File: config.mk
export PLATFORM = sky130hd
export DESIGN_NAME = manchester_preamble_strip_flat
export DESIGN_NICKNAME = d
export VERILOG_FILES = /design/src/rtl/manchester_preamble_strip_if.sv /design/src/rtl/manchester_preamble_strip.sv /design/src/flat_wrapper.sv
export SDC_FILE = /design/constraint.sdc
export NUM_CORES = 1
export LEC_CHECK = 0
export CAP_MARGIN = 20
export CORE_MARGIN = 2
export CORE_UTILIZATION = 58
export CTS_BUF_LIST = sky130_fd_sc_hd__clkbuf_4
export CTS_CLUSTER_SIZE = 12
export DETAILED_ROUTE_END_ITERATION = 8
export PLACE_DENSITY = 0.87
export SETUP_SLACK_MARGIN = 0.4
export SYNTH_ARGS = -nofsm -noshare
export SYNTH_HDL_FRONTEND = slang
export SYNTH_SLANG_ARGS = --single-unit
File: constraint.sdc
create_clock -name aclk -period 5.7 [get_ports aclk]
set_clock_uncertainty 0.15 [all_clocks]
set_input_delay 1.14 -clock aclk [delete_from_list [all_inputs] [get_ports aclk]]
set_output_delay 1.14 -clock aclk [all_outputs]
set_load 0.005 [all_outputs]
File: src/rtl/manchester_preamble_strip_if.sv
// Byte-wide AXI-Stream bundle used on both sides of the preamble stripper.
// master drives tdata/tvalid/tlast, slave drives tready.
`timescale 1ns/1ps
interface manchester_preamble_strip_if #(
    parameter int DATA_WIDTH = 8
);
    logic [DATA_WIDTH-1:0] tdata;
    logic                  tvalid;
    logic                  tready;
    logic                  tlast;

    modport master (
        output tdata,
        output tvalid,
        output tlast,
        input  tready
    );

    modport slave (
        input  tdata,
        input  tvalid,
        input  tlast,
        output tready
    );
endinterface

File: src/rtl/manchester_preamble_strip.sv
// Hunts preamble+SFD on a decoded byte stream, strips the LEN byte and
// forwards payload with TLAST. Ports: aclk, aresetn, s_axis, m_axis, sync, frame_ok, frame_err.
`timescale 1ns/1ps
module manchester_preamble_strip #(
    parameter int         DATA_WIDTH    = 8,
    parameter int         MIN_PREAMBLE  = 4,
    parameter logic [7:0] PREAMBLE_BYTE = 8'h55,
    parameter logic [7:0] SFD_BYTE      = 8'hD5
) (
    input  logic aclk,
    input  logic aresetn,
    manchester_preamble_strip_if.slave  s_axis,
    manchester_preamble_strip_if.master m_axis,
    output logic sync,
    output logic frame_ok,
    output logic frame_err
);

    typedef enum logic [1:0] {
        HUNT,
        LEN,
        PAYLOAD
    } state_t;

    localparam logic [3:0] PRE_MAX = 4'(MIN_PREAMBLE);

    state_t                state;
    logic [3:0]            pre_cnt;
    logic [7:0]            rem;
    logic [DATA_WIDTH-1:0] m_data_q;
    logic                  m_valid_q;
    logic                  m_last_q;
    logic                  s_ready;
    logic                  beat;

    // Only payload bytes need room in the single output register.
    assign s_ready = (state != PAYLOAD) | !m_valid_q | m_axis.tready;
    assign beat    = s_axis.tvalid & s_ready;

    assign s_axis.tready = s_ready;
    assign m_axis.tdata  = m_data_q;
    assign m_axis.tvalid = m_valid_q;
    assign m_axis.tlast  = m_last_q;

    always_ff @(posedge aclk or negedge aresetn) begin
        if (!aresetn) begin
            state     <= HUNT;
            pre_cnt   <= '0;
            rem       <= '0;
            m_data_q  <= '0;
            m_valid_q <= 1'b0;
            m_last_q  <= 1'b0;
            sync      <= 1'b0;
            frame_ok  <= 1'b0;
            frame_err <= 1'b0;
        end else begin
            frame_ok  <= 1'b0;
            frame_err <= 1'b0;

            // Drain first; a payload load below overrides it in the same cycle.
            if (m_valid_q && m_axis.tready) begin
                m_valid_q <= 1'b0;
                m_last_q  <= 1'b0;
                m_data_q  <= '0;
            end

            if (beat) begin
                unique case (state)
                    HUNT: begin
                        if (s_axis.tlast) begin
                            pre_cnt <= '0;
                        end else if (s_axis.tdata == PREAMBLE_BYTE) begin
                            if (pre_cnt != PRE_MAX)
                                pre_cnt <= pre_cnt + 4'd1;
                        end else if (s_axis.tdata == SFD_BYTE &&
                                     pre_cnt == PRE_MAX) begin
                            state   <= LEN;
                            sync    <= 1'b1;
                            pre_cnt <= '0;
                        end else begin
                            pre_cnt <= '0;
                        end
                    end
                    LEN: begin
                        if (s_axis.tlast) begin
                            state     <= HUNT;
                            sync      <= 1'b0;
                            frame_err <= 1'b1;
                        end else if (s_axis.tdata == '0) begin
                            state <= HUNT;
                            sync  <= 1'b0;
                        end else begin
                            rem   <= s_axis.tdata;
                            state <= PAYLOAD;
                        end
                    end
                    PAYLOAD: begin
                        m_data_q  <= s_axis.tdata;
                        m_valid_q <= 1'b1;
                        rem       <= rem - 8'd1;
                        if (rem == 8'd1) begin
                            m_last_q <= 1'b1;
                            frame_ok <= 1'b1;
                            state    <= HUNT;
                            sync     <= 1'b0;
                        end else if (s_axis.tlast) begin
                            // Decoder lost the link mid-payload.
                            m_last_q  <= 1'b1;
                            frame_err <= 1'b1;
                            state     <= HUNT;
                            sync      <= 1'b0;
                        end else begin
                            m_last_q <= 1'b0;
                        end
                    end
                    default: begin
                        state <= HUNT;
                        sync  <= 1'b0;
                    end
                endcase
            end
        end
    end

endmodule

File: src/flat_wrapper.sv
// flat-port wrapper written by rule: the top's interface ports become plain ports
module manchester_preamble_strip_flat 
#(
    parameter int         DATA_WIDTH    = 8,
    parameter int         MIN_PREAMBLE  = 4,
    parameter logic [7:0] PREAMBLE_BYTE = 8'h55,
    parameter logic [7:0] SFD_BYTE      = 8'hD5
)
  (aclk, aresetn, sync, frame_ok, frame_err, s_axis_tdata, s_axis_tvalid, s_axis_tlast, s_axis_tready, m_axis_tdata, m_axis_tvalid, m_axis_tlast, m_axis_tready);
  manchester_preamble_strip_if #(.DATA_WIDTH(DATA_WIDTH)) s_axis_i ();
  manchester_preamble_strip_if #(.DATA_WIDTH(DATA_WIDTH)) m_axis_i ();
  input  logic aclk;
  input  logic aresetn;
  output logic sync;
  output logic frame_ok;
  output logic frame_err;
  input wire logic [$bits(s_axis_i.tdata)-1:0] s_axis_tdata;
  input wire logic [$bits(s_axis_i.tvalid)-1:0] s_axis_tvalid;
  input wire logic [$bits(s_axis_i.tlast)-1:0] s_axis_tlast;
  output wire logic [$bits(s_axis_i.tready)-1:0] s_axis_tready;
  output wire logic [$bits(m_axis_i.tdata)-1:0] m_axis_tdata;
  output wire logic [$bits(m_axis_i.tvalid)-1:0] m_axis_tvalid;
  output wire logic [$bits(m_axis_i.tlast)-1:0] m_axis_tlast;
  input wire logic [$bits(m_axis_i.tready)-1:0] m_axis_tready;
  assign s_axis_i.tdata = s_axis_tdata;
  assign s_axis_i.tvalid = s_axis_tvalid;
  assign s_axis_i.tlast = s_axis_tlast;
  assign s_axis_tready = s_axis_i.tready;
  assign m_axis_tdata = m_axis_i.tdata;
  assign m_axis_tvalid = m_axis_i.tvalid;
  assign m_axis_tlast = m_axis_i.tlast;
  assign m_axis_i.tready = m_axis_tready;
  manchester_preamble_strip #(.DATA_WIDTH(DATA_WIDTH), .MIN_PREAMBLE(MIN_PREAMBLE), .PREAMBLE_BYTE(PREAMBLE_BYTE), .SFD_BYTE(SFD_BYTE)) u_core (.aclk(aclk), .aresetn(aresetn), .s_axis(s_axis_i), .m_axis(m_axis_i), .sync(sync), .frame_ok(frame_ok), .frame_err(frame_err));
endmodule
# After elaboration in Yosys (flattened, before gate mapping)
# Index checks and enable logic that the tools add are counted.
[classes]
add_sub_neg = 2
eq_ne = 16
n_mux = 39
bitwise_logic = 3
n_reduce_logical = 10
[ops]
columns = ["operator", "count"]
rows = [
  ["two-way mux 8 bit", 5],
  ["two-way mux 1 bit", 20],
  ["one-hot mux 8 bit (2 select lines)", 1],
  ["two-way mux 2 bit", 7],
  ["two-way mux 4 bit", 3],
  ["inequality test 2 bit (second input constant)", 5],
  ["equality test 8 x 1 -> 1 bit (second input constant)", 1],
  ["equality test 8 x 7 -> 1 bit (second input constant)", 1],
  ["equality test 8 bit (second input constant)", 1],
  ["logical NOT 8 bit", 1],
  ["subtractor 8 x 1 -> 8 bit (second input constant)", 1],
  ["inequality test 3 x 2 -> 1 bit (second input constant)", 2],
  ["one-hot mux 2 bit (3 select lines)", 1],
  ["AND reduction 6 bit", 1],
  ["AND reduction 5 bit", 1],
  ["adder 4 x 1 -> 4 bit (second input constant)", 1],
  ["equality test 4 x 3 -> 1 bit (second input constant)", 1],
  ["inequality test 4 x 3 -> 1 bit (second input constant)", 1],
  ["AND reduction 4 bit", 1],
  ["inequality test 3 bit (second input constant)", 1],
  ["one-hot mux 1 bit (3 select lines)", 1],
  ["AND reduction 3 bit", 1],
  ["equality test 2 x 1 -> 1 bit (second input constant)", 1],
  ["equality test 2 bit (second input constant)", 1],
  ["8 further kinds", 10],
]
[totals]
reg_bits = 27
input_bits = 13
output_inout_bits = 14
word_cells = 79

# Logic depth before layout (Yosys ltp)
[depth]
ltp_word = 6
ltp_mapped = 10
mapped_depth_nobuf = 7

# Worst setup path after synthesis
# OpenSTA, ideal clock, no wires.
[synth_path]
path_type = "input to output"
from = "in m_axis_tready"
to = "out s_axis_tready"
t_arrival_ps = 1314
t_required_ps = 4410
setup_slack_ps = 3096
path_stages = 1
n_path_buf = 0
cell_sequence = "nand3b_1"
[synth_between]
elab_chain_cells = 1
[synth_rtl]
columns = ["element", "line_no", "source"]
rows = [
  ["start, declared", "flat_wrapper.sv:24", "input wire logic [$bits(m_axis_i.tready)-1:0] m_axis_tready;"],
  ["bitwise OR 1 bit", "manchester_preamble_strip.sv:37", "assign s_ready = (state != PAYLOAD) | !m_valid_q | m_axis.tready;"],
  ["end, declared", "flat_wrapper.sv:20", "output wire logic [$bits(s_axis_i.tready)-1:0] s_axis_tready;"],
]
# No other way between the ends.

# Worst setup path in the final report
# Same ends and word-level chain as after synthesis.

==> run_results.csv <==
group,metric,value,unit
worst_setup_path,r2r_slack,3010,ps
synthesis,yosys_register_bits,27,
worst_setup_path,crit_top_cell,"clkdlybuf4s50_1",
floorplan,fp-row-count,18,
routing,vias_per_cell,5.85,
worst_setup_path,startpoint,"m_axis_tready",
grt,grt_max_degree,28,
floorplan,dieArea,2990,µm²
placed_design,place.gp.congestion,0.861,
synthesis,syn_area_per_cell,9.02,µm²
clocking,path_clk_slew,140,ps
synthesis,syn_area,1490,µm²
floorplan,die_h,54.7,µm
sta,rsz0062_at_grt,"false",
layout,final_util,0.729,
worst_setup_path,cpLargestDelayFamily,"buffers and inverters",
sta,timing.fmax,275,MHz
flow_run,max-cap-violations,0,
worst_setup_path,cp_slowest_stage_delay,540,ps
clocking,h-tree-depth,1,
worst_setup_path,rr_startpoint,"u_core.state[0]",
layout,antenna_cells,0,
synthesis,ys.flop_type,"dfrtp_1",
clocking,clock-sinks,27,
sta,min_period_over_period,0.638,
synthesis,ys_types,38,
routing,route.detailed.drc,0,
routing,dr.pass1.iters,4,
worst_setup_path,path_depth,3,
clocking,clk_latency,320,ps
floorplan,io_pins,27,
status,outcome,"complete, no violations",
placed_design,io_buffers,26,
layout,final_layout_size_suffix_gt1_frac,0.100,
layout,nets,211,
routing,drt_iter0_drc,28,
worst_setup_path,worst_path_max_delay_cell,"clkdlybuf4s50_1",
routing,ant_nets,0,
worst_setup_path,worstPathArrival,2340,ps
clocking,post_cts_buffers,0,
layout,layout_common_cells,"27 x dfrtp_1, 26 x clkdlybuf4s50_1, 19 x inv_1, 19 x o21ai_0, 14 x nand2_1",
synthesis,synth-edff-count,0,
sta,drv_slew,0,
routing,wl_per_cell,14.4,µm
layout,stdcell_count,220,
floorplan,start_util,0.607,
routing,num_vias,1286,
worst_setup_path,worstReg2RegEnd,"u_core.rem[7]",
grt,antenna_found_initial,0,
worst_setup_path,critical_path_required,4410,ps
sta,worst_pin_slew,792,ps
clocking,clockRootBuffer,"clkbuf_4",
layout,multi_input_area,708,µm²
floorplan,die_w,54.7,µm
sta,setup_tns,0,ps
placed_design,dp_hpwl,2380,µm
clocking,cts_buffer_depth,2,
grt,track_usage,0.234,
worst_setup_path,endpoint_kind,"primary output",
worst_setup_path,critPathKind,"primary input to primary output",
synthesis,netlist_instances,165,
pwr,p_leak,0.000770,µW
sta,min_period,3630,ps
clocking,cts-resized-gates,0,
worst_setup_path,reg2reg_depth,7,
synthesis,yosysTopAreaCell,"dfrtp_1",
clocking,hold_buffers,0,
pwr,ir_worst_vdd,0.000285,V
synthesis,synth_top_area_share,0.454,
synthesis,syn-num-nets,185,
placed_design,place_inst,216,
sta,setup_viol,0,
sta,max_slew_margin,0.472,
pwr,power.density,381,nW/µm²
min_path,hold_class,"register to register",
layout,fill_cells,176,
clocking,cts_tree,"yes",
synthesis,ys_seq_area_frac,0.454,
sta,finalHoldViolations,0,
grt,grt_pass1_wl,5050,µm
grt,first_global_vias,1185,
layout,syn2layout_area_growth,20.3,%
worst_setup_path,cp_max_fo,3,
worst_setup_path,path_cells,"clkdlybuf4s50_1, nand3b_1, clkdlybuf4s50_1",
worst_setup_path,start_kind,"primary input",
synthesis,async_reset_ff_frac,1.00,
layout,mostFrequentLayoutCell,"dfrtp_1",
worst_setup_path,worst-path-buf-inv,2,
layout,final-seq-area,676,µm²
routing,wirelength,3170,µm
synthesis,yosys_warnings,0,
clocking,cts_made_buffers,3,
grt,grt_overflow,0,
synthesis,synthTopCellsByArea,"dfrtp_1 45%, o21ai_0 6.4%, ha_1 5.9%",
floorplan,coreArea,2450,µm²
worst_setup_path,cp-endpoint,"s_axis_tready",
layer usage:
metal  up-vias  part of all wire  track usage  routed length [µm]
met2        31              0.49        0.407                1550
met4         0            0.0073       0.0750                  23
li1        632                 -            -                   -
met1       619              0.46        0.302                1470
met5         -                 0            0                   0
met3         4             0.042       0.0273                 132
cells in the mapped netlist (2+ instances only):
library cell   n
nand4_1        3
buf_2          3
dfrtp_1       27
nand3b_1       2
nor3_1         4
a31oi_1        3
a21oi_1        8
nor2b_1        2
o21ai_0       19
nand2_1       14
nor2_1        12
o22a_2         5
nand3_1       13
clkbuf_1       2
inv_1         19
ha_1           7
cell type report:
class,count,share of cell area
Tap cell,30,0.0210
Inverter,19,0.0398
Timing Repair Buffer,27,0.150
Clock buffer,4,0.0168
Sequential cell,27,0.377
Multi-Input combinational cell,113,0.396
how the worst min path moves through the flow:
stage                      startpoint           endpoint  cells past startpoint
floorplan           u_core.pre_cnt[3]  u_core.pre_cnt[3]                      1
global placement    u_core.pre_cnt[3]  u_core.pre_cnt[3]                      1
detailed placement  u_core.pre_cnt[3]  u_core.pre_cnt[3]                      1
CTS                 u_core.pre_cnt[3]  u_core.pre_cnt[3]                      1
global route              u_core.sync        u_core.sync                      1
finish              u_core.pre_cnt[3]  u_core.pre_cnt[3]                      1
cells by family (layout without fill, tap and decap cells):
logic type	count (synthesis)	in the layout	share of synthesized area
and+or+nand+nor	58	58	0.198
AOI/OAI and AO/OA	47	47	0.211
DFF	27	27	0.454
buffers and inverters	25	50	0.0706
adders and majority gates	7	7	0.0588
muxes	1	1	0.00756
worst register-to-register path: cells and delay by family, from the launching register on:
kind / cells / cell delay, ps
AO/OA/AOI/OAI: 2 / 570
AND/OR/NAND/NOR: 3 / 700
flip-flops: 1 / 410
adder cells (fa/ha/maj): 1 / 680
buffers and inverters: 1 / 90
per-stage QoR:
step	setup slack (ps)	hold WS [ps]	power, µW	area, µm²
after floorplan	3100	286	480	1490
after global placement	2140	309	583	1760
after detailed placement	2070	323	601	1760
after CTS	2070	345	687	1790
after global routing	2020	403	736	1790
final	2070	353	683	1790
flip-flops by register name, summed over array words and instances (netlist names):
register and flops:
u_core.frame_err 1, u_core.frame_ok 1, u_core.m_axis.tdata 8, u_core.m_axis.tlast 1, u_core.m_axis.tvalid 1, u_core.pre_cnt 4
u_core.rem 8, u_core.state 2, u_core.sync 1
report_power, final:
group          switching (µW)  internal, µW
Clock                    54.0          32.1
Sequential               51.6           256
Combinational             144           145
No activity file was read; power rests on OpenSTA's default activity.
